===== config.mk =====
export PLATFORM = sky130hd
export DESIGN_NAME = fetch_unit_flat
export DESIGN_NICKNAME = d
export VERILOG_FILES = /design/src/rtl/cpu_pkg.sv /design/src/rtl/fetch_unit_if.sv /design/src/rtl/fetch_unit.sv /design/src/flat_wrapper.sv
export SDC_FILE = /design/constraint.sdc
export NUM_CORES = 1
export LEC_CHECK = 0
export BUFFER_PORTS_ARGS = -buffer_cell sky130_fd_sc_hd__buf_2
export CORE_UTILIZATION = 51
export DETAILED_ROUTE_END_ITERATION = 8
export PLACE_DENSITY = 0.9
export SLEW_MARGIN = 10
export SYNTH_ARGS = -nofsm -noshare
export SYNTH_HDL_FRONTEND = slang
export SYNTH_SLANG_ARGS = --single-unit

===== constraint.sdc =====
create_clock -name clk -period 2.27 [get_ports clk]
set_input_delay 0.227 -clock clk [delete_from_list [all_inputs] [get_ports clk]]
set_output_delay 0.227 -clock clk [all_outputs]
set_load 0.05 [all_outputs]

===== src/rtl/cpu_pkg.sv =====
// Shared PANDA CPU definitions: fetch FSM encoding and fetch-stage constants.
package cpu_pkg;

    typedef enum logic [1:0] {
        IDLE   = 2'd0,
        FETCH  = 2'd1,
        HALTED = 2'd2
    } fetch_state_t;

    localparam logic [8:0] HALT_INSTR_DEFAULT = 9'h1FF;
    localparam int unsigned FETCH_CNT_WIDTH = 16;

endpackage


===== src/rtl/fetch_unit_if.sv =====
// Fetch-to-decode valid/ready handshake carrying the instruction word and its PC.
interface fetch_unit_if #(
    parameter int unsigned ADDR_WIDTH  = 12,
    parameter int unsigned INSTR_WIDTH = 9
);
    logic                   out_valid;
    logic                   out_ready;
    logic [INSTR_WIDTH-1:0] out_instr;
    logic [ADDR_WIDTH-1:0]  out_pc;

    modport master (
        output out_valid,
        output out_instr,
        output out_pc,
        input  out_ready
    );

    modport slave (
        input  out_valid,
        input  out_instr,
        input  out_pc,
        output out_ready
    );
endinterface


===== src/rtl/fetch_unit.sv =====
// Instruction fetch stage: PC, ROM address, one-entry output register, HALT detection
// and a saturating count of delivered instructions.
module fetch_unit
    import cpu_pkg::*;
#(
    parameter int unsigned            ADDR_WIDTH  = 12,
    parameter int unsigned            INSTR_WIDTH = 9,
    parameter logic [INSTR_WIDTH-1:0] HALT_INSTR  = INSTR_WIDTH'(HALT_INSTR_DEFAULT)
) (
    input  logic                       clk,
    input  logic                       reset,
    input  logic                       start,
    input  logic [ADDR_WIDTH-1:0]      start_addr,
    output logic [ADDR_WIDTH-1:0]      instr_addr,
    input  logic [INSTR_WIDTH-1:0]     instr_in,
    input  logic                       redirect_valid,
    input  logic [ADDR_WIDTH-1:0]      redirect_target,
    fetch_unit_if.master               dec,
    output logic                       done,
    output logic [FETCH_CNT_WIDTH-1:0] fetch_count
);

    fetch_state_t          state;
    logic [ADDR_WIDTH-1:0] pc;
    logic                  handshake;
    logic                  load;
    logic                  restart;

    assign instr_addr = pc;
    assign handshake  = dec.out_valid && dec.out_ready;
    assign load       = !dec.out_valid || dec.out_ready;
    assign restart    = start && (state != FETCH);
    assign done       = (state == HALTED) && !dec.out_valid;

    always_ff @(posedge clk or posedge reset) begin
        if (reset) begin
            state         <= IDLE;
            pc            <= '0;
            dec.out_valid <= 1'b0;
            dec.out_instr <= '0;
            dec.out_pc    <= '0;
            fetch_count   <= '0;
        end else begin
            // A start from IDLE/HALTED takes priority over a handshake in the same cycle.
            if (restart) begin
                fetch_count <= '0;
            end else if (handshake && (fetch_count != '1)) begin
                fetch_count <= fetch_count + 1'b1;
            end

            case (state)
                IDLE, HALTED: begin
                    if (start) begin
                        pc            <= start_addr;
                        dec.out_valid <= 1'b0;
                        state         <= FETCH;
                    end else if (handshake) begin
                        dec.out_valid <= 1'b0;
                    end
                end
                FETCH: begin
                    if (redirect_valid) begin
                        pc            <= redirect_target;
                        dec.out_valid <= 1'b0;
                    end else if (load) begin
                        dec.out_instr <= instr_in;
                        dec.out_pc    <= pc;
                        dec.out_valid <= 1'b1;
                        if (instr_in == HALT_INSTR) begin
                            state <= HALTED;
                        end else begin
                            pc <= pc + 1'b1;
                        end
                    end
                end
                default: state <= IDLE;
            endcase
        end
    end

endmodule


===== src/flat_wrapper.sv =====
// flat-port wrapper written by rule: the top's interface ports become plain ports
module fetch_unit_flat import cpu_pkg::*;
#(
    parameter int unsigned            ADDR_WIDTH  = 12,
    parameter int unsigned            INSTR_WIDTH = 9,
    parameter logic [INSTR_WIDTH-1:0] HALT_INSTR  = INSTR_WIDTH'(HALT_INSTR_DEFAULT)
)
  (clk, reset, start, start_addr, instr_addr, instr_in, redirect_valid, redirect_target, done, fetch_count, dec_out_valid, dec_out_instr, dec_out_pc, dec_out_ready);
  fetch_unit_if #(.ADDR_WIDTH(ADDR_WIDTH), .INSTR_WIDTH(INSTR_WIDTH)) dec_i ();
  input  logic clk;
  input  logic reset;
  input  logic start;
  input  logic [ADDR_WIDTH-1:0] start_addr;
  output logic [ADDR_WIDTH-1:0] instr_addr;
  input  logic [INSTR_WIDTH-1:0] instr_in;
  input  logic redirect_valid;
  input  logic [ADDR_WIDTH-1:0] redirect_target;
  output logic done;
  output logic [FETCH_CNT_WIDTH-1:0] fetch_count;
  output wire logic [$bits(dec_i.out_valid)-1:0] dec_out_valid;
  output wire logic [$bits(dec_i.out_instr)-1:0] dec_out_instr;
  output wire logic [$bits(dec_i.out_pc)-1:0] dec_out_pc;
  input wire logic [$bits(dec_i.out_ready)-1:0] dec_out_ready;
  assign dec_out_valid = dec_i.out_valid;
  assign dec_out_instr = dec_i.out_instr;
  assign dec_out_pc = dec_i.out_pc;
  assign dec_i.out_ready = dec_out_ready;
  fetch_unit #(.ADDR_WIDTH(ADDR_WIDTH), .INSTR_WIDTH(INSTR_WIDTH), .HALT_INSTR(HALT_INSTR)) u_core (.clk(clk), .reset(reset), .start(start), .start_addr(start_addr), .instr_addr(instr_addr), .instr_in(instr_in), .redirect_valid(redirect_valid), .redirect_target(redirect_target), .dec(dec_i), .done(done), .fetch_count(fetch_count));
endmodule

==> results_dict.tcl <==
set metrics [dict create \
    status "finished clean" \
    synth_fp_nets 328 \
    synth-seq-cells 52 \
    slowest_delay_ps 520 \
    min_from "instr_in[4]" \
    worstPathRequired_ps 2500 \
    start_util_pct 54.2 \
    hold_buffers 1 \
    criticalPathCategory "reg -> reg" \
    period_needed_ps 1900 \
    ys.flop_type "dfrtp_1" \
    grt.total_usage_pct 24.6 \
    die-area_um2 5830 \
    ant_nets 0 \
    clkTransAtPathRegs_ps 90 \
    dp_hpwl_um 5120 \
    cp-start-kind "flip-flop" \
    min_to "u_core.dec.out_instr[4]" \
    via_per_inst 5.98 \
    drt_iter0_markers 131 \
    reg2regPathDepth 4 \
    clockBufferDepth 2 \
    antenna_found_initial 0 \
    grt_pass1_wl_um 11600 \
    antenna_cells 0 \
    synthCells 288 \
    boundaryPins 89 \
    hold_violations 0 \
    async_reset_ff_share_pct 100 \
    cts_inserted_buffers 5 \
    endpoint_kind "flip-flop" \
    placed_cell_area_um2 3340 \
    power.total_mw 4.96 \
    dr.pass1.iters 5 \
    irDropWorstVdd_uv 1140 \
    crit_path_max_fanout 16 \
    post_cts_buffers 0 \
    powerDensity_nw_per_um2 1440 \
    clk_latency_ps 300 \
    post_cts_resized 0 \
    grt_max_degree 28 \
    maxCapViolCount 0 \
    fin_crit_sh_pct 83.9 \
    ys_seq_area_share_pct 46.1 \
    slew_headroom_pct 61.3 \
    skew_ps 14.2 \
    drive_above_1_share_pct 35.0 \
    syn-cell-area_um2 2820 \
    ys_warn_count 0 \
    syn_to_final_growth_pct 22.1 \
    r2r_slack_ps 370 \
    critical_path.slowest_cell "or3_1" \
    die_x_um 76.4 \
    reg2reg_to "u_core.fetch_count[12]" \
    rsz0062_at_grt "no" \
    worstPathArrival_ps 2130 \
    cts_tree "built" \
    die_h_um 76.4 \
    rr_startpoint "u_core.dec.out_valid" \
    finish.instance_area_um2 3440 \
    hp-class "in -> reg" \
    htreeDepth 2 \
    syn_avg_cell_area_um2 9.79 \
    vias 2675 \
    routed_wirelength_um 6980 \
    portBuffers 88 \
    path_cells "nand2_2 -> or3_1 -> or4_1 -> a21oi_1" \
    place.gp.congestion 0.927 \
    p_leak_nw 1.61 \
    wl_per_cell_um 15.6 \
    holdPathStages 2 \
    dp_worst_setup_slack_ps 392 \
    coreArea_um2 5200 \
    clock-root-buffer "clkbuf_8" \
    fmax_ghz 0.525 \
    rows 26 \
    synth.distinct_cells 47 \
    drc_errors 0 \
    setup_viol 0 \
    slew_viol_final 0 \
    synth_edf_count 0 \
    cts_sinks 52 \
    setup-tns-final_ps 0 \
    overflow 0 \
    worst_pin_slew_ps 581 \
    nets 416 \
    first_global_vias 2532 \
    setup_ws_ps 366 \
]
[layout by cell type, fill, tap and decap left out, types with 4 or more instances in the layout]
cell type  instances
or3_1              4
mux2i_1            7
nand2b_1           4
dfrtp_1           52
inv_1              8
buf_2             88
o311a_1            5
buf_4             10
clkbuf_8           6
nor3_1             6
a21oi_1           17
nand2_1           26
o21ai_1            8
o21ai_0           15
nand3_1           15
nor2_1             9
a211oi_1           4
and3_1             6
mux2_2            19
o31ai_1           12
nand4_1            5
or4_1              7
[Yosys cell counts (6+ instances only)]
cell | number | area, um^2
o21ai_1 | 8 | 40.0
clkbuf_1 | 12 | 45.0
nor2_1 | 9 | 33.8
inv_1 | 9 | 33.8
dfrtp_1 | 52 | 1300
o31ai_1 | 12 | 90.1
mux2_2 | 19 | 214
nand3_1 | 15 | 75.1
mux2i_1 | 7 | 70.1
nand2_1 | 26 | 97.6
and3_1 | 6 | 37.5
nor3_1 | 6 | 30.0
o21ai_0 | 15 | 75.1
or4_1 | 7 | 52.6
a21oi_1 | 17 | 85.1
[registers in the layout (all words and copies together) (netlist names)]
register,cells
u_core.instr_addr,12
u_core.dec.out_valid,1
u_core.dec.out_instr,9
u_core.dec.out_pc,12
u_core.state,2
u_core.fetch_count,16
[worst max-delay path: cells and delay by family, from the launching register on]
kind	cells	cell delay, ps
AND/OR/NAND/NOR	3	1230
AO/OA/AOI/OAI	1	160
flip-flops	1	450
[logic make-up after synthesis]
group	share of synthesized area (%)
AO/OA/AOI/OAI	17.8
XOR/XNOR	0.311
adder cells (fa/ha/maj)	0.887
buffers and inverters	4.04
flip-flops	46.1
multiplexers	10.1
AND/OR/NAND/NOR	20.8
[report_power, final]
group	internal (mW)	switching (mW)	total [mW]	leakage, nW
sequential	1.27	0.339	1.61	0.659
combinational	0.848	1.96	2.81	0.910
clock	0.250	0.293	0.542	0.0455
total	2.36	2.59	4.96	1.61
[layout make-up]
type                       count  area (um^2)
inverter                       9         33.8
clock buffer                   8         90.1
multi-input combinational    209         1410
tap                           70         87.6
timing repair buffer          99          526
sequential                    52         1300
fill                         430         1760
[per-stage QoR]
stage / cells / util (%) / hold slack (ps)
after floorplan: 288 / - / 336
final: 447 / 66.2 / 179
after detailed placement: 438 / 64.2 / 324
after global routing: 447 / 66.2 / 176
after global placement: 438 / 64.2 / 324
after CTS: 447 / 66.2 / 168
[per-layer routing]
| metal | up-vias | wire length (um) | global-route usage [%] |
|---|---|---|---|
| met5 | - | 0 | 0 |
| met1 | 1277 | 2820 | 31.2 |
| li1 | 1258 | - | - |
| met2 | 131 | 3530 | 43.2 |
| met4 | 0 | 72 | 6.73 |
| met3 | 9 | 561 | 4.07 |
[worst max path at each step]
stage	slack, ps	from	cells after the start	to
6_report	370	u_core.dec.out_valid	4	u_core.fetch_count[12]
5_1_grt	230	u_core.dec.out_valid	4	u_core.fetch_count[13]
4_1_cts	380	u_core.dec.out_valid	4	u_core.fetch_count[12]
3_5_place_dp	390	u_core.dec.out_valid	4	u_core.fetch_count[12]
3_3_place_gp	480	u_core.dec.out_valid	4	u_core.fetch_count[12]
2_1_floorplan	220	u_core.fetch_count[0]	6	u_core.fetch_count[1]
Power figures use the tool's default switching activity.
